$ cat src/rtl/count_load_seq.sv
// Load sequencer for a loadable counter: queues start values, issues one
// load per run, waits for terminal count. Option: COUNT_LOAD_SEQ_WRAPS_EN.
module count_load_seq #(
  parameter int                CNT_W = 4,
  parameter int                DEPTH = 4,
  parameter logic [CNT_W-1:0]  TERM  = {CNT_W{1'b1}}
) (
  input  logic                       clk,
  input  logic                       rst,
  input  logic                       req_valid_i,
  input  logic [CNT_W-1:0]           req_val_i,
  output logic                       req_ready_o,
  input  logic [CNT_W-1:0]           count_i,
  output logic                       load_o,
  output logic [CNT_W-1:0]           load_val_o,
  output logic                       busy_o,
  output logic                       done_o,
`ifdef COUNT_LOAD_SEQ_WRAPS_EN
  output logic [7:0]                 wraps_o,
`endif
  output logic [$clog2(DEPTH):0]     level_o
);

  localparam int AW = $clog2(DEPTH);
  localparam int LW = AW + 1;

  typedef enum logic [1:0] {
    S_IDLE = 2'd0,
    S_LOAD = 2'd1,
    S_RUN  = 2'd2
  } state_t;

  state_t             r_state;
  state_t             w_nxt;
  logic [CNT_W-1:0]   r_mem [DEPTH];
  logic [AW-1:0]      r_wp;
  logic [AW-1:0]      r_rp;
  logic [LW-1:0]      r_level;
  logic [CNT_W-1:0]   r_load_val;
  logic               r_done;
  logic               w_full;
  logic               w_push;
  logic               w_pop;
  logic               w_latch;
  logic               w_done_nxt;
  logic               w_run_end;

  assign w_full      = (r_level == LW'(DEPTH));
  assign req_ready_o = !w_full;
  assign w_push      = req_valid_i && !w_full;
  assign w_pop       = (r_state == S_LOAD);
  assign w_run_end   = (r_state == S_RUN) && (count_i == TERM);

  assign load_o      = (r_state == S_LOAD);
  assign load_val_o  = r_load_val;
  assign busy_o      = (r_state != S_IDLE);
  assign done_o      = r_done;
  assign level_o     = r_level;

  // FIFO storage; contents are don't-care while not counted by level
  always_ff @(posedge clk) begin
    if (w_push) r_mem[r_wp] <= req_val_i;
  end

  // FIFO pointers and occupancy
  always_ff @(posedge clk or posedge rst) begin
    if (rst) begin
      r_wp    <= '0;
      r_rp    <= '0;
      r_level <= '0;
    end else begin
      if (w_push) r_wp <= r_wp + AW'(1);
      if (w_pop)  r_rp <= r_rp + AW'(1);
      unique case ({w_push, w_pop})
        2'b10:   r_level <= r_level + LW'(1);
        2'b01:   r_level <= r_level - LW'(1);
        default: r_level <= r_level;
      endcase
    end
  end

  // Next state; head is captured whenever a load is about to start
  always_comb begin
    w_nxt      = r_state;
    w_latch    = 1'b0;
    w_done_nxt = 1'b0;
    unique case (r_state)
      S_IDLE: begin
        if (r_level != '0) begin
          w_nxt   = S_LOAD;
          w_latch = 1'b1;
        end
      end
      S_LOAD: begin
        w_nxt = S_RUN;
      end
      S_RUN: begin
        if (count_i == TERM) begin
          if (r_level != '0) begin
            w_nxt   = S_LOAD;
            w_latch = 1'b1;
          end else begin
            w_nxt      = S_IDLE;
            w_done_nxt = 1'b1;
          end
        end
      end
      default: begin
        w_nxt = S_IDLE;
      end
    endcase
  end

  // State, load value and done pulse registers
  always_ff @(posedge clk or posedge rst) begin
    if (rst) begin
      r_state    <= S_IDLE;
      r_load_val <= '0;
      r_done     <= 1'b0;
    end else begin
      r_state <= w_nxt;
      r_done  <= w_done_nxt;
      if (w_latch) r_load_val <= r_mem[r_rp];
    end
  end

`ifdef COUNT_LOAD_SEQ_WRAPS_EN
  logic [7:0] r_wraps;
  assign wraps_o = r_wraps;

  // Completed-run counter, saturating
  always_ff @(posedge clk or posedge rst) begin
    if (rst) begin
      r_wraps <= '0;
    end else if (w_run_end && (r_wraps != 8'hFF)) begin
      r_wraps <= r_wraps + 8'd1;
    end
  end
`else
  logic w_unused;
  assign w_unused = w_run_end;
`endif

endmodule

$ cat config.mk
export PLATFORM = sky130hd
export DESIGN_NAME = count_load_seq
export DESIGN_NICKNAME = d
export VERILOG_FILES = /design/src/rtl/count_load_seq.sv
export SDC_FILE = /design/constraint.sdc
export NUM_CORES = 1
export LEC_CHECK = 0
export CAP_MARGIN = 30
export CELL_PAD_IN_SITES_DETAIL_PLACEMENT = 0
export CELL_PAD_IN_SITES_GLOBAL_PLACEMENT = 2
export CORE_ASPECT_RATIO = 0.9
export CORE_MARGIN = 2
export CORE_UTILIZATION = 30
export CTS_CLUSTER_SIZE = 14
export DETAILED_ROUTE_END_ITERATION = 16
export PLACE_DENSITY_LB_ADDON = 0.15
export REMOVE_ABC_BUFFERS = 1
export SYNTH_ARGS = -nofsm -noshare
export SYNTH_HDL_FRONTEND = slang
export SYNTH_SLANG_ARGS = --single-unit
$ cat constraint.sdc
create_clock -name clk -period 2.9 [get_ports clk]
set_input_delay 0.725 -clock clk [delete_from_list [all_inputs] [get_ports clk]]
set_output_delay 0.725 -clock clk [all_outputs]
set_load 0.05 [all_outputs]
* Word level (Yosys, flattened, before mapping)
Memories as Yosys holds them, arrays and structs flattened. A register that Yosys moved wholly into a read port is not among the register bits.
Index checks and enable logic that the tools add are counted.
** Cells by class
- $add $sub $neg :: 4
- Equality and inequality tests :: 8
- Mux-type cells :: 13
- Reductions and logical operators :: 7
** Operator list (number)
- 2-to-1 mux 1 bit :: 8
- case mux 2 bit (3 select lines) :: 1
- case mux 3 bit (2 select lines) :: 1
- adder 2 x 1 -> 2 bit (second input constant) :: 2
- == test 2 x 1 -> 1 bit (second input constant) :: 2
- == test 2 bit (second input constant) :: 2
- == test 4 bit (second input constant) :: 1
- 2-to-1 mux 2 bit :: 2
- nonzero test 2 bit :: 2
- adder 3 x 1 -> 3 bit (second input constant) :: 1
- == test 3 bit (second input constant) :: 1
- nonzero test 3 bit :: 1
- subtractor 3 x 1 -> 3 bit (second input constant) :: 1
- zero test 2 bit :: 1
- != test 2 x 1 -> 1 bit (second input constant) :: 1
- != test 2 bit (second input constant) :: 1
- case mux 1 bit (2 select lines) :: 1
- AND reduction 2 bit :: 1
- logical AND 1 bit :: 1
- zero test 1 bit :: 1
** Word-level totals
- Bits in registers :: 10
- Memory bits (writable) :: 16
- Memories :: 1
** Memory list
- r_mem :: depth 4, bits a word 4, rd ports 1, clocked after Yosys merged registers in 1, write ports 1, RTL line 35 : logic [CNT_W-1:0] r_mem [DEPTH];

* Depth between registers and ports, before layout
- Word-level depth :: 5
- Depth in mapped cells :: 9
- Gate-level depth less buffers :: 9

* Worst setup path before layout
OpenSTA, ideal clock, no wires.
- Kind :: register -> register
- Start point :: register r_level[2], in the netlist level_o[2]
- End point :: register r_level[2], in the netlist level_o[2]
- Arrival time :: 2.406 ns
- Required time :: 2.818 ns
- Setup slack :: 0.412 ns
- Stages on the path, launching flop included :: 10
- Buffers on the path :: 0
- Period minus slack after synthesis :: 2.488 ns
- Cell sequence :: dfrtp_1 or3b_4 and2_4 inv_1 ha_1 inv_1 fa_1 xor2_1 nor2_1 xor2_1
** On the way
- Word-level cells in the longest chain between the ends :: 5
- Elaborated cells between the ends (all ways) :: 9
- Those cells by class :: 2 x add/sub; 3 x eq/ne; 1 x mux; 3 x reduce/logical
** RTL lines
- start: declaration :: RTL line 38 : logic [LW-1:0] r_level;
- start signal: assignment :: RTL line 75 : 2'b10: r_level <= r_level + LW'(1);
- start signal: assignment :: RTL line 76 : 2'b01: r_level <= r_level - LW'(1);
- start signal: assignment :: RTL line 77 : default: r_level <= r_level;
- == test 3 bit * :: RTL line 48 : assign w_full = (r_level == LW'(DEPTH));
- zero test 1 bit *
- via req_ready_o :: RTL line 12 : output logic req_ready_o,
- logical AND 1 bit * :: RTL line 50 : assign w_push = req_valid_i && !w_full;
- == test 2 x 1 -> 1 bit / == test 2 bit (equally long branches) :: RTL line 74 : unique case ({w_push, w_pop})
- case mux 3 bit (2 select lines) / nonzero test 2 bit (equally long branches)
Mark *: on every way through the listed nets, which the timed path passes. The rest lies on a longest branch.
A chain may end at the register's enable or synchronous reset.

* Worst setup path in the final report
- Start point :: register r_state[1]
- End point :: output load_o
** On the way
- Word-level cells in the longest chain between the ends :: 1
** RTL lines
- start: declaration :: RTL line 33 : state_t r_state;
- start signal: assignment :: RTL line 121 : r_state <= w_nxt;
- == test 2 x 1 -> 1 bit :: RTL line 54 : assign load_o = (r_state == S_LOAD);
- end: declaration :: RTL line 14 : output logic load_o,
No other way between the ends.

==> flow_metrics.tcl <==
set metrics [dict create \
    nets 121 \
    drc 0 \
    clk_pin_slew_ps 60 \
    core_mm2 0.00410 \
    vias_per_cell 4.49 \
    synth_seq_area_share_pct 64.7 \
    critPathRequiredTime_ps 2170 \
    reg2reg_slack_ps 700 \
    htreeDepth 2 \
    grt_max_degree 15 \
    worstHoldStart "load_val_o[0]$_DFFE_PP0P_" \
    r2r_cells 9 \
    cp_max_fo 5 \
    vias 682 \
    post_drt_wl_per_cell_um 14.1 \
    clock_latency_ps 270 \
    power.leakage_nw 0.646 \
    path_cells "nand2b_1, inv_1, clkdlybuf4s50_1" \
    cts.sinks 30 \
    fin_crit_sh_pct 89.5 \
    grt_pass1_wl_mm 3.50 \
    wl_mm 2.15 \
    die_area_mm2 0.00482 \
    critPathMaxStageDelay_ps 820 \
    netlist_instances 77 \
    worst_pin_slew_ps 546 \
    startpoint "r_state[1]$_DFFE_PP0P_" \
    syn_avg_cell_area_um2 16.7 \
    synth.cell_area_mm2 0.00128 \
    track_usage_pct 10.5 \
    post-route-util_pct 39.6 \
    synth-simple-area-share_pct 7.99 \
    drtIter0Drc 33 \
    cts_resized 0 \
    fp.dieH_um 66.1 \
    fin_worst_skew_ps 8.77 \
    synth_mux_area_share_pct 12.5 \
    fin_cells 152 \
    ys_ff_latch 30 \
    synthXorXnorAreaFrac_pct 4.09 \
    antenna_found_initial 0 \
    drive_above_1_share_pct 21.2 \
    antenna_left 0 \
    first_pass_iters 3 \
    yosys_warnings 0 \
    clockBufferDepth 2 \
    area_growth_syn_to_layout_pct 26.6 \
    synth_adder_area_share_pct 6.43 \
    slew-limit-headroom_pct 63.6 \
    tns_ps 0 \
    crit_path_top_delay_cell "clkdlybuf4s50_1" \
    crit_arrival_ps 1870 \
    cts_hold_buf 0 \
    min_path_cells 1 \
    clock.fmax_mhz 385 \
    r2r_start "level_o[0]$_DFFE_PP0P_" \
    postCtsSetupBuffers 0 \
    grt_pass1_vias 720 \
    ys_types 24 \
    portBuffers 21 \
    status "completed" \
    setup_viol 0 \
    period_needed_ps 2600 \
    worst-setup-path-type "reg -> out" \
    gp_congestion 0.678 \
    grt_overflow 0 \
    rows 22 \
    dp_hpwl_mm 1.63 \
    fp.dieW_um 73.0 \
    crit_end "load_o" \
    hold_viol 0 \
    start_util_pct 31.3 \
    power.density_mw_per_mm2 1170 \
    power_mw 1.90 \
    reg2reg_to "level_o[2]$_DFFE_PP0P_" \
    cp-end-kind "output port" \
    cts_buffers 5 \
    slew_violations 0 \
    synth_top_family_by_area "multiplexers" \
    dpl.cell_count 145 \
    hold_path.class "reg -> reg" \
    antenna_cells 0 \
    worstSetupStartpointType "flop" \
    cap_violations 0 \
    cts_tree "built" \
    rsz0062_at_grt "false" \
    peakVddDrop_v 0.000429 \
    pin_count 22 \
    clk_root_buffer_cell "clkbuf_8" \
    synth_compound_area_share_pct 1.56 \
]
==> metrics by stage <==
step	worst slack, ps	cell area [um2]	hold WS, ps
3_5_place_dp	397	1550	501
5_1_grt	202	1630	535
3_3_place_gp	432	1550	492
6_report	304	1630	507
4_1_cts	270	1630	513
2_1_floorplan	412	1280	512
==> cell families after synthesis <==
logic type / Yosys count
XOR/XNOR: 6
AO/OA/AOI/OAI: 1
adder cells (fa/ha/maj): 6
multiplexers: 10
AND/OR/NAND/NOR: 15
flip-flops: 30
buffers and inverters: 9
==> synth_stat cells (all sizes together) <==
library cell / number / area (um2)
a211oi: 1 / 20.0
and2: 1 / 8.76
and3: 4 / 30.0
buf: 1 / 5.00
dfrtp: 14 / 350
edfxtp: 16 / 480
fa: 1 / 20.0
ha: 5 / 62.6
inv: 8 / 30.0
mux2: 5 / 60.1
mux2i: 1 / 10.0
mux4: 4 / 90.1
nand2: 2 / 7.51
nand2b: 1 / 6.26
nand3b: 1 / 7.51
nand4: 1 / 6.26
nor2: 1 / 3.75
nor3: 1 / 5.00
nor4bb: 1 / 10.0
or2: 1 / 6.26
or3b: 1 / 11.3
xnor2: 4 / 35.0
xor2: 2 / 17.5
==> power breakdown <==
part	internal [mW]	switching (mW)	total, mW	leakage, nW
combinational	0.391	0.479	0.869	0.294
sequential	0.600	0.126	0.727	0.313
clock	0.165	0.134	0.299	0.0383
==> metal layers <==
layer	global-route usage [%]	up-vias	wire [um]
li1	-	325	-
met4	4.17	0	18
met2	15.5	13	1060
met1	12.7	342	981
met5	0	-	0
met3	5.64	2	92
==> worst min path at each step <==
stage,end,slack [ps]
global route,load_val_o[0]$_DFFE_PP0P_,530
finish,load_val_o[0]$_DFFE_PP0P_,510
global placement,load_val_o[1]$_DFFE_PP0P_,490
detailed placement,load_val_o[1]$_DFFE_PP0P_,500
floorplan,done_o$_DFF_PP0_,510
CTS,level_o[2]$_DFFE_PP0P_,510
==> registers in the layout, indices dropped and copies added, names as in the netlist <==
signal and cells:
r_wp 2, r_state 2, load_val_o 4, done_o 1, level_o 3, r_rp 2, r_mem 16
==> cells in the final DEF, fill, tap and decap left out, drive strengths merged, types with 2 or more instances in the layout <==
master	netlist	routed
edfxtp	16	16
mux4	4	4
xnor2	4	4
clkdlybuf4s50	0	21
inv	8	8
and3	4	4
xor2	2	2
dfrtp	14	14
ha	5	5
clkbuf	0	7
nand2	2	2
mux2	5	5
==> area by class of cell <==
cell class	count	area, um2
fill	370	2480
sequential	30	831
multi-input combinational	38	418
timing repair buffer	21	210
clock buffer	7	76.3
tap	48	60.1
inverter	8	30.0
==> worst max-delay path, delay by kind of cell, from the launching register on <==
family / cells / cell delay [ps]
buffers and inverters: 2 / 960
DFF: 1 / 430
and+or+nand+nor: 1 / 210
No activity file was read; power rests on OpenSTA's default activity.
